<file path="config.mk">
export PLATFORM = sky130hd
export DESIGN_NAME = mux_nch_rr
export DESIGN_NICKNAME = d
export VERILOG_FILES = /design/src/rtl/mux_nch_rr.sv
export SDC_FILE = /design/constraint.sdc
export NUM_CORES = 1
export LEC_CHECK = 0
export CAP_MARGIN = 20
export CORE_UTILIZATION = 44
export DETAILED_ROUTE_END_ITERATION = 10
export GPL_TIMING_DRIVEN = 1
export PLACE_DENSITY_LB_ADDON = 0.15
export SLEW_MARGIN = 10
export SYNTH_ARGS = -nofsm -noshare
export SYNTH_HDL_FRONTEND = slang
export SYNTH_SLANG_ARGS = --single-unit
</file>
<file path="constraint.sdc">
create_clock -name clk -period 5.85 [get_ports clk]
set_input_delay 1.755 -clock clk [delete_from_list [all_inputs] [get_ports clk]]
set_output_delay 1.755 -clock clk [all_outputs]
set_load 0.1 [all_outputs]
</file>
<file path="src/rtl/mux_nch_rr.sv">
// N-channel registered mux with valid/ready handshakes, manual or round-robin selection.
// Define MUX_BURST_EN to add in_last/out_last and lock the grant for the length of a burst.
module mux_nch_rr #(
  parameter int unsigned NCH   = 4,
  parameter int unsigned WIDTH = 8,
  parameter int unsigned SELW  = $clog2(NCH)
) (
  input  logic                 clk,
  input  logic                 rst_n,
  input  logic [NCH*WIDTH-1:0] in_data,
  input  logic [NCH-1:0]       in_valid,
`ifdef MUX_BURST_EN
  input  logic [NCH-1:0]       in_last,
`endif
  output logic [NCH-1:0]       in_ready,
  input  logic                 mode,
  input  logic [SELW-1:0]      sel,
  output logic [WIDTH-1:0]     out_data,
  output logic [SELW-1:0]      out_ch,
`ifdef MUX_BURST_EN
  output logic                 out_last,
`endif
  output logic                 out_valid,
  input  logic                 out_ready
);

  logic             out_valid_q;
  logic [WIDTH-1:0] out_data_q;
  logic [SELW-1:0]  out_ch_q;
  logic [SELW-1:0]  rr_last_q;

  logic             load;
  logic             xfer;
  logic             target_any;
  logic [SELW-1:0]  target_ch;
  logic [NCH-1:0]   target;
  logic [WIDTH-1:0] pick_data;
  int unsigned      idx;

`ifdef MUX_BURST_EN
  logic             lock_q;
  logic [SELW-1:0]  lock_ch_q;
  logic             out_last_q;
  logic             pick_last;
`endif

  assign load = !out_valid_q || out_ready;

  // The target is the channel offered in_ready; in manual and locked modes it is chosen without
  // looking at that channel's own valid, so ready never depends on valid there.
  always_comb begin
    target_any = 1'b0;
    target_ch  = '0;
    idx        = 0;
`ifdef MUX_BURST_EN
    if (lock_q) begin
      target_any = 1'b1;
      target_ch  = lock_ch_q;
    end else
`endif
    if (!mode) begin
      if (32'(sel) < NCH) begin
        target_any = 1'b1;
        target_ch  = sel;
      end
    end else begin
      for (int unsigned off = 1; off <= NCH; off++) begin
        idx = (32'(rr_last_q) + off) % NCH;
        if (!target_any && in_valid[idx]) begin
          target_any = 1'b1;
          target_ch  = SELW'(idx);
        end
      end
    end
  end

  always_comb begin
    target    = '0;
    pick_data = '0;
`ifdef MUX_BURST_EN
    pick_last = 1'b0;
`endif
    for (int unsigned i = 0; i < NCH; i++) begin
      target[i] = target_any && (target_ch == SELW'(i));
      if (target[i]) begin
        pick_data = in_data[i*WIDTH +: WIDTH];
`ifdef MUX_BURST_EN
        pick_last = in_last[i];
`endif
      end
    end
  end

  // Ready is held low during reset so nothing is accepted while the register is cleared.
  assign in_ready = {NCH{rst_n && load}} & target;
  assign xfer     = |(in_ready & in_valid);

  always_ff @(posedge clk or negedge rst_n) begin
    if (!rst_n) begin
      out_valid_q <= 1'b0;
      out_data_q  <= '0;
      out_ch_q    <= '0;
      rr_last_q   <= SELW'(NCH - 1);
    end else if (load) begin
      if (xfer) begin
        out_valid_q <= 1'b1;
        out_data_q  <= pick_data;
        out_ch_q    <= target_ch;
        if (mode) begin
          rr_last_q <= target_ch;
        end
      end else begin
        out_valid_q <= 1'b0;
      end
    end
  end

`ifdef MUX_BURST_EN
  always_ff @(posedge clk or negedge rst_n) begin
    if (!rst_n) begin
      lock_q     <= 1'b0;
      lock_ch_q  <= '0;
      out_last_q <= 1'b0;
    end else if (xfer) begin
      lock_q     <= !pick_last;
      lock_ch_q  <= target_ch;
      out_last_q <= pick_last;
    end
  end

  assign out_last = out_last_q;
`endif

  assign out_valid = out_valid_q;
  assign out_data  = out_data_q;
  assign out_ch    = out_ch_q;

endmodule

</file>
==> results.txt <==
----------------------------------------------------
[Yosys]
  Number of flops mapped to enable cells by yosys ... 0
  Post-synthesis register bit count ... 13
  Most used DFF post-synth ... sky130_fd_sc_hd__dfrtp_1
  Top cell type's share of synthesized area ... 22.75%
  Post-Synthesis Cell Area ... 1210 um^2
  Async SR Flop Fraction ... 100.0%
  Post-synthesis instance total ... 133
  Cell taking the most area after synthesis ... sky130_fd_sc_hd__dfrtp_1
  Avg Inst Size Synth ... 9.097 um^2
  Post-synth net total ... 175
  Top post-synthesis cells by area ... sky130_fd_sc_hd__dfrtp_1 (23%), sky130_fd_sc_hd__mux2i_1 (17%), sky130_fd_sc_hd__a222oi_1 (6.6%)
  Yosys synthesis warning count ... 0
  Distinct cell type count after synthesis ... 36
  Seq/Total Area, Yosys ... 27.09%

[Timing]
  Endpoints failing setup ... 0
  Post-route clock period utilization ... 94.85%
  Final max-slew violation count ... 0
  Final hold violation count ... 0
  Setup_tns ... 0 ns
  RSZ-0062 raised after global routing ... false
  Shortest clock period the worst path allows after layout ... 5.549 ns
  Headroom to the max-slew limit ... 33.26%
  Skew final ... 0.0006452 ns
  F_max ... 180.2 MHz
  Slew @ Worst Pin ... 0.9993 ns

[Placed design]
  Final weighted congestion in routability-driven placement ... 0.8111
  Total half-perimeter wirelength after legalization and detailed placement ... 2909 um
  Instance area after placement ... 1853 um^2
  Total of buffers placed on input and output ports ... 56
  Dpl cells ... 218

[Floorplan]
  Initial cell density of the core ... 47.54%
  Boundary pin count ... 57
  Vert. Die Dim ... 54.44 um
  Cell Rows ... 18
  Die outline width ... 54.44 um
  Die Footprint ... 2964 um^2
  Core outline area ... 2545 um^2

[Final layout]
  Post-Layout Cell Count ... 222
  Area growth from synthesis to layout ... 55.33%
  Most common library cell in the layout ignoring fill and taps ... sky130_fd_sc_hd__clkdlybuf4s50_1
  Nets ... 235
  Most frequent cells in the layout ... sky130_fd_sc_hd__clkdlybuf4s50_1 (52), sky130_fd_sc_hd__mux2i_1 (20), sky130_fd_sc_hd__nand2_1 (15), sky130_fd_sc_hd__inv_1 (14), sky130_fd_sc_hd__dfrtp_1 (11)
  Total of fill cells in the finished design ... 189
  Antenna fix cells ... 0
  Summed area of non-filler cells in the final layout ... 1879 um^2
  Layout cells sized above 1 ... 15.10%

[Clocking]
  CTS tree ... built
  Clock Pin Slew Worst Setup and Hold Paths ... 0.08 ns
  Clock latency on the worst-skew pair ... 0.27 ns
  Clock tree sinks ... 13
  CTS Root Cell ... sky130_fd_sc_hd__clkbuf_4
  CTS Buf Count ... 3
  Hold buffer count at CTS ... 0
  Worst-case clock buffer depth ... 2
  Cts repair resizes ... 0
  Count of buffers added by post-CTS timing repair for setup ... 0
  CTS H-tree depth ... 1

[Power]
  Max IR drop VDD ... 0.0005311 V
  PnR Total Power ... 864.9 uW
  Lkg Pwr ... 0.0008081 uW
  Power Density ... 460.2 nW/um^2

[Worst setup path]
  Critical-path cell with the highest stage delay ... sky130_fd_sc_hd__clkdlybuf4s50_1
  Top fanout value on the critical path ... 7
  Length in cells of the worst reg-to-reg path ... 7
  Worst path max stage delay ... 0.55 ns
  Capturing element type of the critical path ... output pin
  Worst flop-to-flop path endpoint ... out_data[7]$_DFFE_PN0P_
  Crit-path cells ... clkdlybuf4s50_1, and3b_1, o32ai_4, or2_2, o21ai_0, nor3_2, buf_12
  Crit path launch type ... primary input
  Worst reg2reg setup slack ... 3.13 ns
  WP data arrival ... 3.79 ns
  Class of the most critical setup path ... primary input to output pin
  Required arrival time at the worst endpoint ... 4.09 ns
  Launch point of the worst reg-to-reg path ... rr_last_q[1]$_DFFE_PN1P_

[Route]
  Number of iterations in the first detailed-routing pass ... 4
  Drt total wl ... 3701 um
  Number of nets with antenna violations after routing ... 0
  Number of DRC violations after detailed-routing iteration 0 ... 50
  Average vias per placed instance ... 5.928
  DR WL/cell ... 16.67 um
  Total number of vias ... 1316
  Remaining routing DRC violations ... 0

[Hold path]
  Number of cells on the worst hold path ... 1
  Hold Path End ... out_valid$_DFFE_PN0N_
  Hold Path Origin ... out_valid$_DFFE_PN0N_
  Class of the tightest hold or removal check ... register to register

[Run status]
  Status ... finished clean

[Global route]
  Pin count of the biggest net entering global routing ... 15
  Antenna violations before repair ... 0
  Total global-route track usage ... 25.83%
  GR Overflow Total ... 0
  Number of global-route vias before repair ... 1203
  First-pass GRT wire length ... 5499 um

[Flow run]
  Max cap viols ... 0

----------------------------------------------------
## state kept, by name (all words and copies together), names as in the netlist
name and cells:
out_ch 2, out_valid 1, rr_last_q 2, out_data 8
## cells in the mapped netlist (3+ instances only)
master / instances
sky130_fd_sc_hd__o22ai_2: 4
sky130_fd_sc_hd__inv_1: 14
sky130_fd_sc_hd__nor2_1: 6
sky130_fd_sc_hd__o21ai_0: 7
sky130_fd_sc_hd__mux2i_1: 20
sky130_fd_sc_hd__a21oi_1: 5
sky130_fd_sc_hd__a222oi_1: 8
sky130_fd_sc_hd__a22o_1: 8
sky130_fd_sc_hd__dfrtp_1: 11
sky130_fd_sc_hd__a21o_1: 3
sky130_fd_sc_hd__nand2_1: 15
## stage by stage
step	util (%)	hold WS (ns)	worst slack (ns)
floorplan	-	0.6070	0.2353
global placement	72.81	0.4939	0.3906
detailed placement	72.81	0.4961	0.3197
CTS	73.84	0.5169	0.3074
global route	73.84	0.5389	0.2275
finish	73.84	0.5198	0.3011
## critical path, delay by kind of cell
family / cells / cell delay [ns]
AND/OR/NAND/NOR: 3 / 0.78
buffers and inverters: 2 / 0.76
AO/OA/AOI/OAI: 2 / 0.50
## cell type report
cell class	count	area (um^2)	share of cell area, %
Inverter	14	52.55	2.796
Timing Repair Buffer	60	630.6	33.56
Sequential cell	13	327.8	17.44
Clock buffer	4	26.28	1.398
Tap cell	30	37.54	1.997
Multi-Input combinational cell	101	804.5	42.81
## where the power goes
part           internal (uW)  leakage [uW]  switching [uW]
Clock                   26.3     0.0000150            28.3
Combinational            193      0.000641             442
Sequential               139      0.000152            36.6
Total                    358      0.000808             507
## how the worst max path moves through the flow
stage	start	slack, ns	to
after floorplan	in_valid[3]	0.24	in_ready[0]
after global placement	in_valid[3]	0.39	in_ready[1]
after detailed placement	in_valid[3]	0.32	in_ready[1]
after CTS	in_valid[3]	0.31	in_ready[1]
after global routing	in_valid[3]	0.23	in_ready[1]
final	in_valid[3]	0.30	in_ready[1]
## routing by layer
metal	wire length [um]	up-vias	GRT usage, %
met4	21	0	9.829
li1	-	631	-
met3	224	4	3.056
met2	1788	56	41.46
met1	1667	625	35.14
met5	0	-	0
## cell families (layout without fill, tap and decap cells)
| logic type | after synthesis | count (layout) | synth area share, % |
|---|---|---|---|
| AO/OA/AOI/OAI | 48 | 48 | 36.09 |
| buffers and inverters | 19 | 78 | 7.239 |
| flip-flops | 13 | 13 | 27.09 |
| multiplexers | 21 | 21 | 17.48 |
| AND/OR/NAND/NOR | 32 | 32 | 12.10 |
(Power assumes the default switching activity.)
